`src/rtl/branch_predictor_if.sv`:
```
// Fetch-side lookup, execute-side resolution and statistics bundle for the branch predictor.
// Latency: n/a (wires only).
// Backpressure: none; every signal is sampled or driven every cycle.
interface branch_predictor_if #(
    parameter int DATA_WIDTH = 32
);
    logic [DATA_WIDTH-1:0] fetchPc;
    logic                  predTaken;
    logic [DATA_WIDTH-1:0] predTarget;
    logic                  exValid;
    logic [DATA_WIDTH-1:0] exPc;
    logic                  exTaken;
    logic [DATA_WIDTH-1:0] exTarget;
    logic                  exPredTaken;
    logic [DATA_WIDTH-1:0] exPredTarget;
    logic                  flush;
    logic [DATA_WIDTH-1:0] redirectPc;
    logic [15:0]           branchCount;
    logic [15:0]           mispredictCount;

    // Pipeline side: drives fetch/execute info, consumes predictions and redirects.
    modport master (
        output fetchPc, exValid, exPc, exTaken, exTarget, exPredTaken, exPredTarget,
        input  predTaken, predTarget, flush, redirectPc, branchCount, mispredictCount
    );

    // Predictor side.
    modport slave (
        input  fetchPc, exValid, exPc, exTaken, exTarget, exPredTaken, exPredTarget,
        output predTaken, predTarget, flush, redirectPc, branchCount, mispredictCount
    );
endinterface

```
`src/rtl/branch_predictor.sv`:
```
// Direct-mapped BTB with 2-bit saturating counters, mispredict detection and statistics.
// Latency: lookup and flush are combinational; table/count updates land on the next rising edge.
// Backpressure: none; one lookup and at most one resolution are accepted every cycle.
module branch_predictor #(
    parameter int DATA_WIDTH = 32,
    parameter int INDEX_BITS = 4
) (
    input  logic                 clk,
    input  logic                 rst,
    branch_predictor_if.slave    bus
);
    localparam int ENTRIES = 1 << INDEX_BITS;
    localparam int TAG_W   = DATA_WIDTH - INDEX_BITS - 2;

    logic             valid_q  [ENTRIES];
    logic             valid_d  [ENTRIES];
    logic [TAG_W-1:0] tag_q    [ENTRIES];
    logic [TAG_W-1:0] tag_d    [ENTRIES];
    logic [DATA_WIDTH-1:0] target_q [ENTRIES];
    logic [DATA_WIDTH-1:0] target_d [ENTRIES];
    logic [1:0]       ctr_q    [ENTRIES];
    logic [1:0]       ctr_d    [ENTRIES];
    logic [15:0]      branch_count_q, branch_count_d;
    logic [15:0]      mispredict_count_q, mispredict_count_d;

    logic [INDEX_BITS-1:0] f_idx, e_idx;
    logic [TAG_W-1:0]      f_tag, e_tag;
    logic                  f_hit, e_hit, pred_taken;
    logic [DATA_WIDTH-1:0] correct_pc;
    logic                  flush;

    // Fetch-side lookup: reads the registered table only, so a same-cycle update is not bypassed.
    always_comb begin
        f_idx      = bus.fetchPc[INDEX_BITS+1:2];
        f_tag      = bus.fetchPc[DATA_WIDTH-1:INDEX_BITS+2];
        f_hit      = valid_q[f_idx] && (tag_q[f_idx] == f_tag);
        pred_taken = f_hit && ctr_q[f_idx][1];
    end

    assign bus.predTaken  = pred_taken;
    assign bus.predTarget = pred_taken ? target_q[f_idx] : bus.fetchPc + DATA_WIDTH'(4);

    // Resolution: compare the carried prediction against the real next PC.
    always_comb begin
        e_idx      = bus.exPc[INDEX_BITS+1:2];
        e_tag      = bus.exPc[DATA_WIDTH-1:INDEX_BITS+2];
        e_hit      = valid_q[e_idx] && (tag_q[e_idx] == e_tag);
        correct_pc = bus.exTaken ? bus.exTarget : bus.exPc + DATA_WIDTH'(4);
        flush      = bus.exValid &&
                     ((bus.exTaken != bus.exPredTaken) || (bus.exPredTarget != correct_pc));
    end

    assign bus.flush           = flush;
    assign bus.redirectPc      = bus.exValid ? correct_pc : '0;
    assign bus.branchCount     = branch_count_q;
    assign bus.mispredictCount = mispredict_count_q;

    // Next-state: train or replace the indexed entry and bump saturating statistics.
    always_comb begin
        valid_d            = valid_q;
        tag_d              = tag_q;
        target_d           = target_q;
        ctr_d              = ctr_q;
        branch_count_d     = branch_count_q;
        mispredict_count_d = mispredict_count_q;
        if (bus.exValid) begin
            if (e_hit) begin
                if (bus.exTaken) begin
                    if (ctr_q[e_idx] != 2'b11) begin
                        ctr_d[e_idx] = ctr_q[e_idx] + 2'd1;
                    end
                    target_d[e_idx] = bus.exTarget;
                end else if (ctr_q[e_idx] != 2'b00) begin
                    ctr_d[e_idx] = ctr_q[e_idx] - 2'd1;
                end
            end else begin
                // Miss (or alias): take over the slot with a weak bias toward the outcome.
                valid_d[e_idx]  = 1'b1;
                tag_d[e_idx]    = e_tag;
                target_d[e_idx] = bus.exTarget;
                ctr_d[e_idx]    = bus.exTaken ? 2'b10 : 2'b01;
            end
            if (branch_count_q != 16'hFFFF) begin
                branch_count_d = branch_count_q + 16'd1;
            end
            if (flush && (mispredict_count_q != 16'hFFFF)) begin
                mispredict_count_d = mispredict_count_q + 16'd1;
            end
        end
    end

    // State registers; reset clears the table to invalid/weak-not-taken without a clock.
    always_ff @(posedge clk or posedge rst) begin
        if (rst) begin
            for (int i = 0; i < ENTRIES; i++) begin
                valid_q[i]  <= 1'b0;
                tag_q[i]    <= '0;
                target_q[i] <= '0;
                ctr_q[i]    <= 2'b01;
            end
            branch_count_q     <= '0;
            mispredict_count_q <= '0;
        end else begin
            valid_q            <= valid_d;
            tag_q              <= tag_d;
            target_q           <= target_d;
            ctr_q              <= ctr_d;
            branch_count_q     <= branch_count_d;
            mispredict_count_q <= mispredict_count_d;
        end
    end
endmodule

```
`src/flat_wrapper.sv`:
```
// flat-port wrapper written by rule: the top's interface ports become plain ports
module branch_predictor_flat 
#(
    parameter int DATA_WIDTH = 32,
    parameter int INDEX_BITS = 4
)
  (clk, rst, bus_fetchPc, bus_exValid, bus_exPc, bus_exTaken, bus_exTarget, bus_exPredTaken, bus_exPredTarget, bus_predTaken, bus_predTarget, bus_flush, bus_redirectPc, bus_branchCount, bus_mispredictCount);
  branch_predictor_if #(.DATA_WIDTH(DATA_WIDTH)) bus_i ();
  input  logic clk;
  input  logic rst;
  input wire logic [$bits(bus_i.fetchPc)-1:0] bus_fetchPc;
  input wire logic [$bits(bus_i.exValid)-1:0] bus_exValid;
  input wire logic [$bits(bus_i.exPc)-1:0] bus_exPc;
  input wire logic [$bits(bus_i.exTaken)-1:0] bus_exTaken;
  input wire logic [$bits(bus_i.exTarget)-1:0] bus_exTarget;
  input wire logic [$bits(bus_i.exPredTaken)-1:0] bus_exPredTaken;
  input wire logic [$bits(bus_i.exPredTarget)-1:0] bus_exPredTarget;
  output wire logic [$bits(bus_i.predTaken)-1:0] bus_predTaken;
  output wire logic [$bits(bus_i.predTarget)-1:0] bus_predTarget;
  output wire logic [$bits(bus_i.flush)-1:0] bus_flush;
  output wire logic [$bits(bus_i.redirectPc)-1:0] bus_redirectPc;
  output wire logic [$bits(bus_i.branchCount)-1:0] bus_branchCount;
  output wire logic [$bits(bus_i.mispredictCount)-1:0] bus_mispredictCount;
  assign bus_i.fetchPc = bus_fetchPc;
  assign bus_i.exValid = bus_exValid;
  assign bus_i.exPc = bus_exPc;
  assign bus_i.exTaken = bus_exTaken;
  assign bus_i.exTarget = bus_exTarget;
  assign bus_i.exPredTaken = bus_exPredTaken;
  assign bus_i.exPredTarget = bus_exPredTarget;
  assign bus_predTaken = bus_i.predTaken;
  assign bus_predTarget = bus_i.predTarget;
  assign bus_flush = bus_i.flush;
  assign bus_redirectPc = bus_i.redirectPc;
  assign bus_branchCount = bus_i.branchCount;
  assign bus_mispredictCount = bus_i.mispredictCount;
  branch_predictor #(.DATA_WIDTH(DATA_WIDTH), .INDEX_BITS(INDEX_BITS)) u_core (.clk(clk), .rst(rst), .bus(bus_i));
endmodule
```
`config.mk`:
```
export PLATFORM = sky130hd
export DESIGN_NAME = branch_predictor_flat
export DESIGN_NICKNAME = d
export VERILOG_FILES = /design/src/rtl/branch_predictor_if.sv /design/src/rtl/branch_predictor.sv /design/src/flat_wrapper.sv
export SDC_FILE = /design/constraint.sdc
export NUM_CORES = 2
export LEC_CHECK = 0
export BUFFER_PORTS_ARGS = -buffer_cell sky130_fd_sc_hd__buf_2
export CAP_MARGIN = 20
export CORE_MARGIN = 2
export CORE_UTILIZATION = 41
export CTS_CLUSTER_SIZE = 24
export DETAILED_ROUTE_END_ITERATION = 10
export SLEW_MARGIN = 40
export SYNTH_ARGS = -nofsm -noshare
export SYNTH_HDL_FRONTEND = slang
export SYNTH_SLANG_ARGS = --single-unit
```
`constraint.sdc`:
```
create_clock -name clk -period 45.5 [get_ports clk]
set_input_delay 2.275 -clock clk [delete_from_list [all_inputs] [get_ports clk]]
set_output_delay 2.275 -clock clk [all_outputs]
set_load 0.005 [all_outputs]
```
==> impl_metrics.tcl <==
set metrics [dict create \
    outcome "completed" \
    max_slew_margin 0.428 \
    postCtsSetupBuffers 0 \
    die-area_um2 133000 \
    synthTopCellsByCount "dfrtp_1 (992), mux2_1 (490), mux2_2 (474)" \
    fin_hold_ws_ps 479 \
    synthCells 3770 \
    ir_drop_v 0.0000300 \
    drive_above_1_share 0.370 \
    dp_hpwl_um 111000 \
    fin_ws_ps 36220 \
    drt_iter0_drc 3777 \
    timing.setup.tns_ps 0 \
    grt_pass1_wl_um 252000 \
    clockBufferDepth 3 \
    cts_buffers 111 \
    grt_usage 0.259 \
    slowest_delay_ps 750 \
    yosysTopAreaCellShare 0.466 \
    routed_wl_um 172000 \
    cp.required_ps 43220 \
    initial_core_util 0.412 \
    power_switching_mw 0.793 \
    cp_slowest_cell "and3_4" \
    synth_area_leaders "dfrtp_1 (47%), mux4_2 (16%), mux2_1 (10%), mux2_2 (10%), xnor2_1 (1.6%)" \
    swShare 0.280 \
    gp_congestion 0.944 \
    via_per_inst 6.14 \
    route.detailed.drc 0 \
    cap_viol_max_count 0 \
    coreArea_um2 129000 \
    muxShareOfSynthArea 0.383 \
    timing.final.crit_share 0.204 \
    ant_nets 0 \
    fin_skew_ps 71.3 \
    synthAdderAreaFrac 0.00211 \
    hold_class "reg -> reg" \
    critPathTopFamily "simple AND/OR/NAND/NOR gates" \
    dpl_worst_slack_ps 36290 \
    area_delta_synth_final_pct 13.3 \
    seqCellArea_um2 25200 \
    synth_edf_count 0 \
    ys_types 83 \
    async_flop_share 1.00 \
    yosys.area.top_type "dfrtp_1" \
    yosys_warnings 0 \
    synth_compound_area_frac 0.0349 \
    cp-end-kind "primary output" \
    power.density_nw_per_um2 46.9 \
    worst_path_most_repeated_cell "mux4_2" \
    synthXorXnorAreaFrac 0.0278 \
    syn_avg_cell_area_um2 14.1 \
    vias 34970 \
    grt_max_degree 116 \
    grt.overflow.total 0 \
    cts_tree "done" \
    power_mw 2.83 \
    synth_ff_type "dfrtp_1" \
    synth.cell_area_um2 53300 \
    die_width_um 365 \
    comb_power_share 0.208 \
    hold_buffers 0 \
    power.leakage_nw 25.1 \
    synthSimpleGateAreaFrac 0.0471 \
    grt_pass1_vias 35107 \
    nNetsFinal 3989 \
    clk_pin_slew_worst_paths_ps 60 \
    first_pass_iters 5 \
    rsz0062_at_grt "false" \
    pwr-share-clk 0.352 \
    path_class "in -> out" \
    final-setup-viol-count 0 \
    crit_chain "buf_8, buf_4, mux4_2, mux4_2, xnor2_1, nand4_1, nor4_1, and3_4, mux2_2, buf_2" \
    final_util 0.467 \
    yosysMostFrequentCell "dfrtp_1" \
    multi_input_area_um2 26600 \
    p_int_mw 2.04 \
    io_pins 231 \
    h-tree-depth 3 \
    cp.arrival_ps 7010 \
    cts_resized 0 \
    nFillCells 11417 \
    yosysSeqAreaShare 0.474 \
    sequentialPowerShare 0.440 \
    clock_sinks 1008 \
    ys_ff_latch 1008 \
    antenna_found_initial 19 \
    synth_nets 3912 \
    finalCriticalPeriod_ps 9280 \
    finalHoldViolations 0 \
    rows 132 \
    portBuffers 230 \
    routedWlPerCell_um 30.2 \
    cp-start-kind "primary input" \
    cts-root-buf "clkbuf_16" \
    worst_pin_slew_ps 858 \
    crit_buf_inv 3 \
    fp.dieH_um 365 \
    cp_max_fo 82 \
    clk_latency_ps 750 \
    synth_top_family_by_area "multiplexers" \
    maxSlewViolCount 0 \
    max_freq_mhz 108 \
]
-- cell type report --
type | instances | share of cell area
multi-input cells | 2374 | 0.441
flip-flops and latches | 1008 | 0.418
clock buffers | 153 | 0.0531
well taps | 1742 | 0.0361
repair buffers | 314 | 0.0337
clock inverters | 56 | 0.0145
inverters | 38 | 0.00257
diodes | 9 | 0.000373
-- layer usage --
metal	vias up	share of wire	track usage
li1	14391	-	-
met1	18784	0.43	0.369
met2	1455	0.44	0.386
met3	320	0.089	0.0630
met4	20	0.039	0.0951
met5	-	0.00071	0
-- final timing paths --
path | start | to | slack (ps) | cells past startpoint
min | u_core.target_q[317]$_DFFE_PP0P_ | u_core.target_q[317]$_DFFE_PP0P_ | 480 | 1
max | bus_fetchPc[3] | bus_predTarget[3] | 36220 | 10
max in group asynchronous | rst | u_core.target_q[480]$_DFFE_PP0P_ | 41360 | 5
max reg2reg | u_core.tag_q[141]$_DFFE_PP0P_ | u_core.tag_q[329]$_DFFE_PP0P_ | 40390 | 11
min in group asynchronous | rst | u_core.target_q[183]$_DFFE_PP0P_ | 1620 | 2
min reg2reg | u_core.target_q[317]$_DFFE_PP0P_ | u_core.target_q[317]$_DFFE_PP0P_ | 480 | 1
-- power by group through the flow --
stage | registers (mW) | logic [mW] | clock network (mW)
after floorplan | 1.21 | 0.443 | 0
after detailed placement | 1.26 | 0.588 | 0
final | 1.25 | 0.590 | 0.996
after global routing | 1.27 | 0.632 | 1.05
after CTS | 1.24 | 0.590 | 1.01
after global placement | 1.25 | 0.574 | 0
-- per-stage QoR --
| stage | cell area [um^2] | cells |
|---|---|---|
| after floorplan | 53300 | 3770 |
| after global placement | 56000 | 5470 |
| after detailed placement | 56200 | 5475 |
| after CTS | 60300 | 5684 |
| after global routing | 60400 | 5686 |
| final | 60400 | 5694 |
-- sequential cells by signal (all words and copies together) (netlist names) --
signal / flops
u_core.ctr_q: 32
u_core.bus.mispredictCount: 16
u_core.tag_q: 416
u_core.bus.branchCount: 16
u_core.valid_q: 16
u_core.target_q: 512
-- placed cells by master (no fill, tap or decap), drive strengths merged, types with 11 or more instances in the layout --
cell      n
nor4     24
nand4    44
mux2    964
clkbuf  154
dfrtp   992
xnor2    98
nand3    57
o21ai    76
nor3     27
inv      39
mux2i    76
bufinv   18
nand2   141
and3     22
clkinv   33
a211oi   11
o31ai    21
nand2b   11
a22oi    17
o22ai    11
xor2     58
dfstp    16
a21oi    37
or2      19
nor2    113
buf     313
mux4    390
-- cells by family (layout without fill, tap and decap cells) --
kind of cell	after synthesis	after routing
DFF	1008	1008
xor gates and xnor gates	161	161
adders and majority gates	9	9
other	0	9
buffers and inverters	388	561
AOI/OAI and AO/OA	268	268
and+or+nand+nor	506	506
muxes	1430	1430
(Power assumes the default switching activity.)
